File: src/rtl/alu_pkg.sv
// Purpose : shared opcode encoding for the pipelined ALU.
// Contents: OP_W (opcode width) and the eight opcode values OP_ADD..OP_CLR.
//           Every value of the 3-bit opcode is used.
package alu_pkg;
  localparam int OP_W = 3;

  localparam logic [OP_W-1:0] OP_ADD = 3'd0;
  localparam logic [OP_W-1:0] OP_SUB = 3'd1;
  localparam logic [OP_W-1:0] OP_MUL = 3'd2;
  localparam logic [OP_W-1:0] OP_OR  = 3'd3;
  localparam logic [OP_W-1:0] OP_AND = 3'd4;
  localparam logic [OP_W-1:0] OP_XOR = 3'd5;
  localparam logic [OP_W-1:0] OP_MAC = 3'd6;
  localparam logic [OP_W-1:0] OP_CLR = 3'd7;
endpackage

File: src/rtl/alu_core.sv
// Purpose : combinational ALU datapath, with no state of its own.
// Ports   : a, b     - unsigned operands (W bits)
//           op       - opcode (see alu_pkg)
//           acc      - current accumulator value (2W bits)
//           res      - result (2W bits)
//           ovf      - carry / borrow / accumulator-wrap flag
//           acc_next - accumulator value after this op
//           acc_we   - high for MAC and CLR, the only ops that write the accumulator
module alu_core
  import alu_pkg::*;
#(
  parameter int W = 4
) (
  input  logic [W-1:0]    a,
  input  logic [W-1:0]    b,
  input  logic [OP_W-1:0] op,
  input  logic [2*W-1:0]  acc,
  output logic [2*W-1:0]  res,
  output logic            ovf,
  output logic [2*W-1:0]  acc_next,
  output logic            acc_we
);

  logic [2*W-1:0] a_x;
  logic [2*W-1:0] b_x;
  logic [2*W-1:0] prod;
  logic [W:0]     sum;
  logic [2*W:0]   mac_sum;

  assign a_x     = {{W{1'b0}}, a};
  assign b_x     = {{W{1'b0}}, b};
  assign prod    = a_x * b_x;
  assign sum     = {1'b0, a} + {1'b0, b};
  // The extra top bit of the accumulator sum is the wrap indication.
  assign mac_sum = {1'b0, acc} + {1'b0, prod};

  always_comb begin
    res      = '0;
    ovf      = 1'b0;
    acc_next = acc;
    acc_we   = 1'b0;
    case (op)
      OP_ADD: begin
        res = {{(W-1){1'b0}}, sum};
        ovf = sum[W];
      end
      OP_SUB: begin
        // A 2W-bit subtraction of the zero-extended operands yields the
        // sign-extended two's complement difference.
        res = a_x - b_x;
        ovf = (a < b);
      end
      OP_MUL: res = prod;
      OP_OR:  res = a_x | b_x;
      OP_AND: res = a_x & b_x;
      OP_XOR: res = a_x ^ b_x;
      OP_MAC: begin
        res      = mac_sum[2*W-1:0];
        ovf      = mac_sum[2*W];
        acc_next = mac_sum[2*W-1:0];
        acc_we   = 1'b1;
      end
      default: begin // OP_CLR
        res      = '0;
        acc_next = '0;
        acc_we   = 1'b1;
      end
    endcase
  end

endmodule

File: src/rtl/alu_pipe.sv
// Purpose : two-stage pipelined ALU with a valid/ready handshake on both ends
//           and an internal multiply-accumulate register.
// Ports   : clk       - clock, rising edge
//           rst       - asynchronous reset, active low
//           in_valid  / in_ready  - operand beat handshake (a, b, op)
//           out_valid / out_ready - result beat handshake (out, zero, ovf)
//           out       - 2W-bit result
//           zero      - high when out == 0
//           ovf       - carry / borrow / accumulator-wrap flag
module alu_pipe
  import alu_pkg::*;
#(
  parameter int W = 4
) (
  input  logic            clk,
  input  logic            rst,
  input  logic            in_valid,
  output logic            in_ready,
  input  logic [W-1:0]    a,
  input  logic [W-1:0]    b,
  input  logic [OP_W-1:0] op,
  output logic            out_valid,
  input  logic            out_ready,
  output logic [2*W-1:0]  out,
  output logic            zero,
  output logic            ovf
);

  logic [W-1:0]    a_p1_q, a_p1_d;
  logic [W-1:0]    b_p1_q, b_p1_d;
  logic [OP_W-1:0] op_p1_q, op_p1_d;
  logic            vld_p1_q, vld_p1_d;
  logic [2*W-1:0]  out_p2_q, out_p2_d;
  logic            zero_p2_q, zero_p2_d;
  logic            ovf_p2_q, ovf_p2_d;
  logic            vld_p2_q, vld_p2_d;
  logic [2*W-1:0]  acc_q, acc_d;

  logic            s2_ready;
  logic            accept;
  logic            adv;
  logic [2*W-1:0]  res_p1;
  logic            ovf_p1;
  logic [2*W-1:0]  acc_nxt_p1;
  logic            acc_we_p1;

  // Ready runs backwards combinationally so a full stage can drain and
  // refill in the same cycle; nothing here depends on in_valid.
  assign s2_ready = !vld_p2_q | out_ready;
  assign in_ready = !vld_p1_q | s2_ready;
  assign accept   = in_valid & in_ready;
  assign adv      = vld_p1_q & s2_ready;

  alu_core #(.W(W)) u_core (
    .a        (a_p1_q),
    .b        (b_p1_q),
    .op       (op_p1_q),
    .acc      (acc_q),
    .res      (res_p1),
    .ovf      (ovf_p1),
    .acc_next (acc_nxt_p1),
    .acc_we   (acc_we_p1)
  );

  always_comb begin
    // Stage 1: operand capture
    a_p1_d   = a_p1_q;
    b_p1_d   = b_p1_q;
    op_p1_d  = op_p1_q;
    vld_p1_d = vld_p1_q;
    if (accept) begin
      a_p1_d   = a;
      b_p1_d   = b;
      op_p1_d  = op;
      vld_p1_d = 1'b1;
    end else if (adv) begin
      vld_p1_d = 1'b0;
    end

    // Stage 2: registered result, flags and accumulator commit
    out_p2_d  = out_p2_q;
    zero_p2_d = zero_p2_q;
    ovf_p2_d  = ovf_p2_q;
    vld_p2_d  = vld_p2_q;
    acc_d     = acc_q;
    if (adv) begin
      out_p2_d  = res_p1;
      zero_p2_d = (res_p1 == '0);
      ovf_p2_d  = ovf_p1;
      vld_p2_d  = 1'b1;
      // The accumulator moves only with the beat, so a stalled MAC is applied once.
      if (acc_we_p1) acc_d = acc_nxt_p1;
    end else if (out_ready) begin
      vld_p2_d = 1'b0;
    end
  end

  always_ff @(posedge clk or negedge rst) begin
    if (!rst) begin
      a_p1_q    <= '0;
      b_p1_q    <= '0;
      op_p1_q   <= '0;
      vld_p1_q  <= 1'b0;
      out_p2_q  <= '0;
      zero_p2_q <= 1'b0;
      ovf_p2_q  <= 1'b0;
      vld_p2_q  <= 1'b0;
      acc_q     <= '0;
    end else begin
      a_p1_q    <= a_p1_d;
      b_p1_q    <= b_p1_d;
      op_p1_q   <= op_p1_d;
      vld_p1_q  <= vld_p1_d;
      out_p2_q  <= out_p2_d;
      zero_p2_q <= zero_p2_d;
      ovf_p2_q  <= ovf_p2_d;
      vld_p2_q  <= vld_p2_d;
      acc_q     <= acc_d;
    end
  end

  assign out_valid = vld_p2_q;
  assign out       = out_p2_q;
  assign zero      = zero_p2_q;
  assign ovf       = ovf_p2_q;

endmodule

File: config.mk
export PLATFORM = sky130hd
export DESIGN_NAME = alu_pipe
export DESIGN_NICKNAME = d
export VERILOG_FILES = /design/src/rtl/alu_pkg.sv /design/src/rtl/alu_core.sv /design/src/rtl/alu_pipe.sv
export SDC_FILE = /design/constraint.sdc
export NUM_CORES = 1
export LEC_CHECK = 0
export BUFFER_PORTS_ARGS = -buffer_cell sky130_fd_sc_hd__buf_2
export CAP_MARGIN = 25
export CORE_UTILIZATION = 54
export CTS_CLUSTER_SIZE = 16
export DETAILED_ROUTE_END_ITERATION = 16
export PLACE_DENSITY = 0.75
export SETUP_SLACK_MARGIN = 0.4
export SLEW_MARGIN = 25
export SYNTH_ARGS = -nofsm -noshare
export SYNTH_HDL_FRONTEND = slang
export SYNTH_HIERARCHICAL = 1
export SYNTH_SLANG_ARGS = --single-unit
File: constraint.sdc
create_clock -name clk -period 4.4 [get_ports clk]
set_clock_uncertainty 0.15 [all_clocks]
set_input_delay 0.22 -clock clk [delete_from_list [all_inputs] [get_ports clk]]
set_output_delay 0.22 -clock clk [all_outputs]
set_load 0.02 [all_outputs]
======== After elaboration in Yosys (flattened, before gate mapping) ========
Cells that the tools add are included.
word-level totals
  bits in registers ....................... 31
  output and inout port bits .............. 12
  word-level logic and storage cells ...... 43
operators by class
  $add $sub $neg .......................... 3
  $mul .................................... 1
  order comparisons ....................... 1
  equality and inequality tests ........... 6
  mux-type cells .......................... 7
  bitwise operators ....................... 8
  reduce and logical (&&, ||, !) cells .... 8
operator list
  operator                                                                count
  8-bit one-hot mux with 7 select lines                                   1
  8-bit by 8-bit adder with 9-bit output                                  1
  3-bit equality test (second input constant)                             3
  8-bit zero test                                                         1
  4-bit by 4-bit multiplier with 8-bit output                             1
  8-bit 2-to-1 mux                                                        1
  3-bit by 2-bit equality test with 1-bit output (second input constant)  2
  6-bit OR reduction                                                      1
  4-bit by 4-bit adder with 5-bit output                                  1
  4-bit by 4-bit subtractor with 5-bit output                             1
  4-bit bitwise AND                                                       1
  4-bit < comparator                                                      1
  1-bit 2-to-1 mux                                                        4
  4-bit OR                                                                1
  2-bit nonzero test                                                      2
  4-bit bitwise XOR                                                       1
  3-bit by 1-bit equality test with 1-bit output (second input constant)  1
  3-bit zero test                                                         1
  1-bit one-hot mux with 3 select lines                                   1
  1-bit bitwise AND                                                       2
  1-bit zero test                                                         2
  1-bit OR                                                                2
  2-bit AND reduction                                                     1
  1-bit NOT                                                               1

======== Depth between registers and ports, before layout ========
  depth in word-level cells ............... 5
  mapped depth ............................ 19
  depth with buffers taken out ............ 19

======== Hierarchy ========
The synthesis kept the hierarchy.
modules (own cells, without submodules)
  module    instances  cells each  area each (um2)
  alu_core  1          186         1452.6
  alu_pipe  1          71          1233.7

======== Worst setup path before layout ========
Ideal clock, no wire load.
  path kind ............................... register -> register
  start ................................... register a_p1_q[1]
  end ..................................... register zero_p2_q (netlist: zero)
  setup time .............................. 0.063 ns
  data arrival time ....................... 4.113 ns
  data required time ...................... 4.187 ns
  setup slack ............................. 0.074 ns
  stages on the path, launching flop included .. 19
  buffers on the path ..................... 0
  cell sequence ........................... dfrtp_1 nand2_1 fa_1 inv_1 fa_1 inv_1 fa_1 inv_1 a21o_1 a21oi_1 xnor2_1 ha_1 a21o_1 a31oi_4 xnor2_1 a221o_1 nor4_1 nand4_1 a21bo_2
between the ends
  longest elaborated chain between the ends .. 4
ends and longest elaborated chain
  element                                      line             RTL
  start, declared                              alu_pipe.sv:29   logic [W-1:0] a_p1_q, a_p1_d;
  start signal, assigned                       alu_pipe.sv:110  a_p1_q <= a_p1_d;
  4-bit by 4-bit multiplier with 8-bit output  alu_core.sv:32   assign prod = a_x * b_x;
  8-bit by 8-bit adder with 9-bit output       alu_core.sv:35   assign mac_sum = {1'b0, acc} + {1'b0, prod};
  8-bit one-hot mux with 7 select lines *      alu_core.sv:42   case (op)
  named net res_p1[7]                          alu_pipe.sv:42   logic [2*W-1:0] res_p1;
  8-bit zero test *                            alu_pipe.sv:88   zero_p2_d = (res_p1 == '0);
  end signal, assigned                         alu_pipe.sv:115  zero_p2_q <= zero_p2_d;
  end, declared                                alu_pipe.sv:34   logic zero_p2_q, zero_p2_d;
The timed path passes the listed nets; every way through them passes the cells marked *.
A chain may end at the register's enable or synchronous reset.

======== Worst setup path after layout ========
  start ................................... register b_p1_q[3]
  end ..................................... register zero_p2_q (netlist: zero)
between the ends
  longest elaborated chain between the ends .. 4
ends and longest elaborated chain
  element                                      line             RTL
  start, declared                              alu_pipe.sv:30   logic [W-1:0] b_p1_q, b_p1_d;
  start signal, assigned                       alu_pipe.sv:111  b_p1_q <= b_p1_d;
  4-bit by 4-bit multiplier with 8-bit output  alu_core.sv:32
  8-bit by 8-bit adder with 9-bit output       alu_core.sv:35
  8-bit one-hot mux with 7 select lines *      alu_core.sv:42
  named net res_p1[6]                          alu_pipe.sv:42
  8-bit zero test *                            alu_pipe.sv:88
Marks and branches as above.

==> run summary <==
Synth Area per Inst = 10.45 µm²
leakage power = 1.650 nW
initial antenna violation count = 0
clk slew on worst S/H paths = 80 ps
final setup vio count = 0
DRC = 0
H-tree depth = 2
GP Congestion = 0.8808
Worst Path Required = 4470 ps
flop and latch count out of synthesis = 31
DR iter-0 viols = 121
Fin. Hold Viols = 0
Die Span Y = 72.53 µm
Mapped Cells = 257
highest-delay cell along the critical path = fa_1
number of port buffers = 26
Final Cycle Share = 97.09%
Detailed Place HPWL = 4.189 mm
slowest stage delay, CP = 560 ps
Remaining Overflow, GRT = 0
non-filler cells, final = 370
CP max FO = 2
Core ar. = 0.004755 mm²
worst reg2reg setup slack = 130 ps
clock sink count = 31
Startpoint Class = register
hold path cells = 2
CP Capture Type = register
Worst Max-Slew Pin Slew = 690.6 ps
sequential fraction of the synthesis area = 28.88%
setup TNS = 0 ps
CTS root buffer = clkbuf_8
Synth async-reset ratio = 100.0%
cell area after synthesis = 0.002686 mm²
Die ar. = 0.005261 mm²
Yosys Warn Count = 6
Multi-input gate area = 0.001856 mm²
area grow syn2layout = 18.40%
flip-flop and latch area = 778.2 µm²
share of cells above drive strength 1 = 37.95%
Post-synth EDFFs = 0
crit path kind = register to register
syn_nets = 311
first-pass GRT wire length = 9.177 mm
ANT cells = 0
io pins = 27
Worst R2R Path Depth = 17
largest net degree at the start of global routing = 32
worst path cell trace = nand2_2 -> fa_1 -> inv_2 -> fa_1 -> inv_1 -> fa_2 -> inv_2 -> ha_4 -> o21a_1 -> o31a_1 -> o21ai_2 -> nand2b_1 -> xor2_2 -> a221o_1 -> nor4_4 -> nand4_1 -> a21bo_2
Die Wd = 72.53 µm
synth unique cells = 51
outcome = complete, no violations
Util after Layout = 66.89%
power per cell area = 590.7 mW/mm²
Relative slew margins = 53.96%
peak supply drop = 298.4 µV
initial cell density of the core = 56.50%
CTS buffer count = 5
CTS tree = built
FMAX = 0.2341 GHz
Vias = 2,041
total track usage = 23.05%
Critical Path AT = 4350 ps
Layout fillers = 375
# rows = 25
RSZ-0062 raised after global routing = yes
Tmin final = 4272 ps
number of global-route vias before repair = 1,946
Routed WL per cell = 15.46 µm
Clock Path Buffers = 2
Hold/Removal Path Class = primary input to register
Placed Instances = 344
final wirelength = 5.721 mm
Clock Latency Late Sink = 290 ps
Post-DRT Antenna Nets = 0
nets@finish = 356
Slew Limit Fails = 0
average vias per placed instance = 5.516
drt pass-1 iters = 4
Top FF cell, synth = dfrtp_1
max-cap viol count = 0
[synthesized netlist by cell type (3+ instances only)]
cell type  number  area, µm²
nor4_1          3      18.77
inv_1          23      86.33
xor2_1          4      35.03
ha_1           32      400.4
a21o_1          7      52.55
dfrtp_1        31      775.7
a22o_1          3      26.28
mux2_4         10      150.1
mux2_2         22      247.7
nor2_1         21      78.83
xnor2_1         8      70.07
fa_1            7      140.1
nand2b_1        5      31.28
nand2_1        15      56.30
o21ai_0         6      30.03
o21a_1          3      22.52
a21oi_1        13      65.06
[logic make-up after synthesis]
group	synth area share [%]
AOI/OAI and AO/OA	14.81
and+or+nand+nor	10.99
buffers and inverters	5.729
muxes	15.56
adders and majority gates	20.12
xor gates and xnor gates	3.912
DFF	28.88
[report_power, final]
group          internal (mW)  switching, mW
Sequential             0.370         0.0777
Combinational          0.581          0.593
Clock                  0.142          0.115
Total                   1.09          0.786
[critical path: cells and delay by family, from the launching register on]
kind,cells,cell delay [ps]
fa+ha+maj,4,1840
compound gates,5,980
simple gates,4,550
flops,1,380
xor+xnor,1,170
buf+inv,3,150
[metrics by stage]
step	cell area (µm²)	setup WS (ps)	hold WS, ps	total power, mW
floorplan	2705	359.2	-225.6	1.221
global placement	2851	82.64	160.4	1.402
detailed placement	2851	-14.82	161.9	1.431
CTS	3033	122.0	2.675	1.733
global route	3181	-66.61	0.6674	2.010
finish	3181	127.9	9.381	1.879
[final cells by class]
class / count / share of cell area, %
clock buffers: 7 / 3.029
clock inverters: 1 / 0.2360
inverters: 23 / 2.714
multi-input cells: 197 / 58.34
flip-flops and latches: 31 / 24.47
well taps: 67 / 2.636
repair buffers: 44 / 8.576
[sequential cells by signal, indices dropped and copies added (netlist names)]
name,count
a_p1_q,4
acc_q,8
b_p1_q,4
op_p1_q,3
out,8
out_valid,1
ovf,1
vld_p1_q,1
zero,1
[what timing repair did]
item                                   CTS  global route
setup endpoints to repair                5             7
pin swaps                                2             6
resized for setup                        2            16
endpoints found under the hold margin   31             2
buffers inserted                         8             7
hold buffers                             1             2
[cells in the final DEF (no fill, tap or decap), types with 4 or more instances in the layout]
| master | n |
|---|---|
| a21oi_1 | 11 |
| ha_1 | 29 |
| a21o_1 | 7 |
| xnor2_1 | 4 |
| xnor2_2 | 4 |
| nand2_1 | 13 |
| dfrtp_1 | 29 |
| o21ai_0 | 5 |
| inv_1 | 20 |
| nand2b_1 | 5 |
| mux2_4 | 11 |
| nor2_1 | 21 |
| clkbuf_8 | 7 |
| buf_2 | 26 |
| mux2_2 | 21 |
| buf_4 | 15 |
| a21oi_2 | 4 |
| fa_1 | 6 |
| nand2_2 | 4 |
[path summary, 6_finish.rpt]
path                                        from                    end
max reg2reg                b_p1_q[3]$_DFFE_PN0P_       zero$_DFFE_PN0P_
min reg2reg                     zero$_DFFE_PN0P_       zero$_DFFE_PN0P_
min                                         a[2]  a_p1_q[2]$_DFFE_PN0P_
max in group asynchronous                    rst  a_p1_q[1]$_DFFE_PN0P_
max                        b_p1_q[3]$_DFFE_PN0P_       zero$_DFFE_PN0P_
min in group asynchronous                    rst  b_p1_q[3]$_DFFE_PN0P_
[layer usage]
layer  track usage (%)  share of wire, %  vias to the layer above
met5                 0                 0                        -
met4             8.279               2.4                        0
met3             4.583               5.4                       12
met2             37.69                50                       66
met1             30.42                42                      974
li1                  -                 -                      989
Power figures use the tool's default switching activity.
